$ cat src/rtl/pipe_pkg.sv
// Shared definitions for the elastic pipeline stage buffer.
//   pipe_state_e  : fill level of a stage buffer (EMPTY / ONE / TWO); the
//                   encoding equals the number of entries held so it can be
//                   exported directly as an occupancy count.
//   PIPE_STALL_CW : default width of the saturating stall counter.
package pipe_pkg;

    typedef enum logic [1:0] {
        EMPTY = 2'd0,
        ONE   = 2'd1,
        TWO   = 2'd2
    } pipe_state_e;

    localparam int PIPE_STALL_CW = 16;

endpackage

$ cat src/rtl/pipe_stage_buf.sv
// Elastic pipeline stage register with valid/ready handshake on both sides,
// synchronous flush, optional skid slot and a saturating stall counter.
//
// Parameters
//   WIDTH     : payload width (use $bits() of the stage struct)
//   SKID      : 0 = single entry, in_ready depends combinationally on out_ready
//               1 = two entries, in_ready is a function of registered state only
//   RESET_VAL : out_data value after reset and whenever the buffer is empty
//   STALL_CW  : stall counter width
//
// Ports
//   clk, rst           : clock, synchronous active-high reset
//   in_valid/in_ready  : upstream handshake, in_data is the payload
//   flush              : discard everything held and incoming this cycle
//   out_valid/out_ready: downstream handshake, out_data is the head payload
//   occupancy          : entries currently held (0..1 or 0..2)
//   stall_cnt          : cycles with out_valid && !out_ready, saturating
module pipe_stage_buf
    import pipe_pkg::*;
#(
    parameter int                 WIDTH     = 32,
    parameter int                 SKID      = 0,
    parameter logic [WIDTH-1:0]   RESET_VAL = '0,
    parameter int                 STALL_CW  = PIPE_STALL_CW
) (
    input  logic                 clk,
    input  logic                 rst,
    input  logic                 in_valid,
    output logic                 in_ready,
    input  logic [WIDTH-1:0]     in_data,
    input  logic                 flush,
    output logic                 out_valid,
    input  logic                 out_ready,
    output logic [WIDTH-1:0]     out_data,
    output logic [1:0]           occupancy,
    output logic [STALL_CW-1:0]  stall_cnt
);

    pipe_state_e        r_state;
    pipe_state_e        w_state_next;
    logic [WIDTH-1:0]   r_head;
    logic [WIDTH-1:0]   w_head_next;
    logic [WIDTH-1:0]   w_skid;
    logic               w_head_load;
    logic               w_head_from_skid;
    logic               w_in_xfer;
    logic               w_out_xfer;
    logic [STALL_CW-1:0] r_stall;

    assign out_valid  = (r_state != EMPTY) && !flush;
    assign out_data   = (r_state == EMPTY) ? RESET_VAL : r_head;
    assign occupancy  = r_state;
    assign stall_cnt  = r_stall;

    assign w_in_xfer  = in_valid && in_ready;
    assign w_out_xfer = out_valid && out_ready;

    generate
        if (SKID != 0) begin : g_skid
            logic [WIDTH-1:0] r_skid;

            // Ready only looks at the registered fill level, which breaks the
            // combinational out_ready -> in_ready path between stages.
            assign in_ready = !rst && !flush && (r_state != TWO);

            // The skid slot captures the extra payload accepted while the
            // head is blocked downstream.
            always_ff @(posedge clk) begin
                if (rst) begin
                    r_skid <= RESET_VAL;
                end else if ((r_state == ONE) && w_in_xfer && !w_out_xfer) begin
                    r_skid <= in_data;
                end
            end

            assign w_skid = r_skid;
        end else begin : g_noskid
            // Single entry: a full buffer can only take a new payload when the
            // head leaves in the same cycle.
            assign in_ready = !rst && !flush && ((r_state == EMPTY) || out_ready);
            assign w_skid   = RESET_VAL;
        end
    endgenerate

    always_comb begin
        w_state_next     = r_state;
        w_head_load      = 1'b0;
        w_head_from_skid = 1'b0;
        if (flush) begin
            w_state_next = EMPTY;
        end else begin
            case (r_state)
                EMPTY: begin
                    if (w_in_xfer) begin
                        w_state_next = ONE;
                        w_head_load  = 1'b1;
                    end
                end
                ONE: begin
                    if (w_in_xfer && w_out_xfer) begin
                        w_head_load = 1'b1;
                    end else if (w_out_xfer) begin
                        w_state_next = EMPTY;
                    end else if (w_in_xfer && (SKID != 0)) begin
                        w_state_next = TWO;
                    end
                end
                TWO: begin
                    if (w_out_xfer) begin
                        w_state_next     = ONE;
                        w_head_from_skid = 1'b1;
                    end
                end
                default: begin
                    w_state_next = EMPTY;
                end
            endcase
        end
    end

    assign w_head_next = w_head_from_skid ? w_skid : in_data;

    always_ff @(posedge clk) begin
        if (rst) begin
            r_state <= EMPTY;
            r_head  <= RESET_VAL;
        end else begin
            r_state <= w_state_next;
            if (w_head_load || w_head_from_skid) begin
                r_head <= w_head_next;
            end
        end
    end

    // Stall counter survives flush; only reset clears it.
    always_ff @(posedge clk) begin
        if (rst) begin
            r_stall <= '0;
        end else if (out_valid && !out_ready && (r_stall != '1)) begin
            r_stall <= r_stall + 1'b1;
        end
    end

endmodule
$ cat config.mk
export PLATFORM = sky130hd
export DESIGN_NAME = pipe_stage_buf
export DESIGN_NICKNAME = d
export VERILOG_FILES = /design/src/rtl/pipe_pkg.sv /design/src/rtl/pipe_stage_buf.sv
export SDC_FILE = /design/constraint.sdc
export NUM_CORES = 1
export LEC_CHECK = 0
export BUFFER_PORTS_ARGS = -buffer_cell sky130_fd_sc_hd__buf_2
export CORE_MARGIN = 4
export CORE_UTILIZATION = 40
export CTS_CLUSTER_SIZE = 25
export DETAILED_ROUTE_END_ITERATION = 8
export GPL_TIMING_DRIVEN = 0
export PLACE_DENSITY = 0.69
export SLEW_MARGIN = 15
export SYNTH_ARGS = -nofsm -noshare
export SYNTH_HDL_FRONTEND = slang
export SYNTH_SLANG_ARGS = --single-unit
$ cat constraint.sdc
create_clock -name clk -period 3.2 [get_ports clk]
set_clock_uncertainty 0.15 [all_clocks]
set_input_delay 0.48 -clock clk [delete_from_list [all_inputs] [get_ports clk]]
set_output_delay 0.48 -clock clk [all_outputs]
set_load 0.02 [all_outputs]
==> reports/qor.csv <==
metric;value;unit
Rows;26;
Synth Flop Type;dfxtp_1;
post-synthesis simple-gate area fraction;33.35;%
Synth Register Bits;49;
crit-path max cell delay;0.47;ns
IO Pins;89;
setup ws final;0.9473;ns
CTS max path bufs;2;
via count;2232;
Worst-Margin Slew;0.8963;ns
clk_lat worst skew;0.30;ns
clock period minus worst slack;2.253;ns
Final Hold Fails;0;
initial antenna violation count;0;
die height;81.82;microns
CP cell instances;or3b_1 -> clkbuf_1 -> nor4_1 -> or4b_1 -> a21oi_1;
# setup viols final;0;
Syn Inst Count;281;
CTS Root Cell;clkbuf_8;
max_cap viols;0;
P_leak;1.202;nW
Crit Path Max Fanout;9;
critical path arrival;2.33;ns
H-tree depth;2;
mux contribution to synthesized area;0.5166;%
routability congestion estimate;0.7834;
Area growth, synth to finish;30.14;%
CTS tree;done;
Slew HR;39.41;%
CTS hold repair buffers;0;
fmax;0.4439;GHz
first-pass GRT wire length;9.494;mm
Worst setup EP type;flop;
Antenna Cells;0;
TNS Setup;0;ns
outcome;completed;
Initial Utilization;41.87;%
pwr/cell area;436.6;mW/mm^2
clock transition at the registers of the reported paths;0.09;ns
Post-Syn Nets;319;
GRT Util Overall;18.07;%
post-CTS setup buffer count;0;
Vias/cell;5.004;
gr ovfl total;0;
critical path launch point type;flop;
Hold WC Path Type;in2reg;
largest family of logic cells by synthesized area;simple AND/OR/NAND/NOR gates;
Cell Area, Synth;0.002180;sq mm
buffers added on ports;87;
maximum number of pins on one net before global-route repair;16;
Routed Wire Length;5.687;mm
Final nets;413;
WL per Instance;12.75;microns
post-synthesis compound-gate area fraction;15.84;%
Post-synth EDFFs;0;
initial drt markers;102;
post_cts resized;0;
fin. max-slew vios;0;
fraction of layout cells with a size suffix above 1;26.86;%
CP Buf/Inv Count;1;
Post-DP HPWL;4.186;mm
fin cells;446;
core area;0.005205;sq mm
DRT antenna net count;0;
Residual DRC;0;
Die W;81.82;microns
placed cell count;438;
Synth Area in XOR/XNOR;0;%
async set or reset register ratio after synthesis;0;%
Worst path top cell family by delay;simple AND/OR/NAND/NOR gates;
sequential share of the synthesized area;45.01;%
Crit Path Class;reg2reg;
critical path data required time;3.28;ns
TritonCTS Buffers;5;
die area;0.006694;sq mm
final hold slack;0.2560;ns
Ys Warns;0;
average cell area after synthesis;7.757;sq um
Critical-path top delay cell;or4b_1;
clk sink count;49;
worst vdd ir;0.2665;mV
TritonRoute pass-1 iters;4;
number of global-route vias before repair;2016;
final worst path period share;70.40;%
adder-cell area share of the yosys netlist;0.5741;%
dpl ws;0.7918;ns
RSZ-0062 raised after global routing;false;
post-synthesis cell type count;35;
==> flip-flops by register name, summed over array words and instances (netlist names) <==
name / flops
occupancy: 1
r_head: 32
stall_cnt: 16
==> where the power goes <==
| part | internal [mW] | switching (mW) | total (mW) |
|---|---|---|---|
| clock network | 0.311 | 0.208 | 0.519 |
| logic | 0.0358 | 0.0536 | 0.0894 |
| registers | 0.623 | 0.00656 | 0.630 |
==> cell usage in the layout, fill, tap and decap left out, drive strengths merged <==
cell,count
nand4,5
conb,1
or4,3
a31oi,3
o21ai,4
buf,89
ha,1
or3b,1
clkbuf,23
nand4b,1
a211oi,1
nor4,3
bufinv,2
nor2b,3
and3,1
o21a,2
clkinv,1
or3,3
and2,32
or4b,2
nand3,5
o41ai,5
o311ai,4
a21oi,38
nor4b,1
nor2,5
dfxtp,49
nand2,69
nor3b,1
inv,5
or2,3
o31ai,2
mux2,1
nor3,7
==> layout make-up <==
type,count,area [sq um]
Inverter,5,18.77
Sequential cell,49,980.9
Clock inverter,3,65.06
Multi-Input combinational cell,207,1100
Clock buffer,5,68.82
Tap cell,70,87.58
Timing Repair Buffer,87,435.4
Buffer,20,80.08
Fill cell,546,2369
==> worst reg2reg max path: cells and delay by family, from the launching register on <==
family / cells / cell delay (ns)
AOI/OAI and AO/OA: 1 / 0.14
buffers and inverters: 1 / 0.17
DFF: 1 / 0.46
and+or+nand+nor: 3 / 1.27
==> cells in the mapped netlist, drive strengths merged (2+ instances only) <==
cell    instances  area [sq um]
or3             3         18.77
nor2b           3         18.77
nor4            3         18.77
nand3           5         25.02
a21oi          38         190.2
nand2          69         259.0
o31ai           2         15.01
or4             3         22.52
o21a            2         15.01
o21ai           4         20.02
o311ai          4         35.03
nand4           5         31.28
o41ai           5         43.79
dfxtp          49         980.9
nor3            7         35.03
a31oi           3         18.77
or2             3         18.77
inv             5         18.77
buf             2         12.51
or4b            2         20.02
and2           32         200.2
nor2            5         18.77
clkbuf         18         67.56
==> cell families after synthesis <==
group | after synthesis
fa+ha+maj | 1
other cells | 1
simple gates | 145
buf+inv | 25
compound gates | 59
mux | 1
flops | 49
==> through the flow <==
step	total power, mW	util (%)	instance area (sq um)
after global placement	0.7331	51.92	2703
final	1.238	54.50	2836
after CTS	1.255	54.50	2836
after global routing	1.288	54.50	2836
after detailed placement	0.7346	51.92	2703
after floorplan	0.6913	-	2180
==> path summary, 6_finish.rpt <==
path | from | to | slack (ns) | cells after the start
max | occupancy[0] | stall_cnt[15] | 0.95 | 5
min | in_data[19] | r_head[19] | 0.26 | 3
min reg2reg | r_head[9] | r_head[9] | 0.30 | 2
max reg2reg | occupancy[0] | stall_cnt[15] | 0.95 | 5
==> metal layers <==
metal | GRT usage [%] | vias up | wire, microns | part of all wire, %
li1 | - | 1148 | - | -
met1 | 23.45 | 1002 | 2561 | 45
met2 | 28.51 | 75 | 2552 | 45
met3 | 6.250 | 7 | 523 | 9.2
met4 | 4.817 | 0 | 49 | 0.86
met5 | 0 | - | 0 | 0
Power figures use the tool's default switching activity.
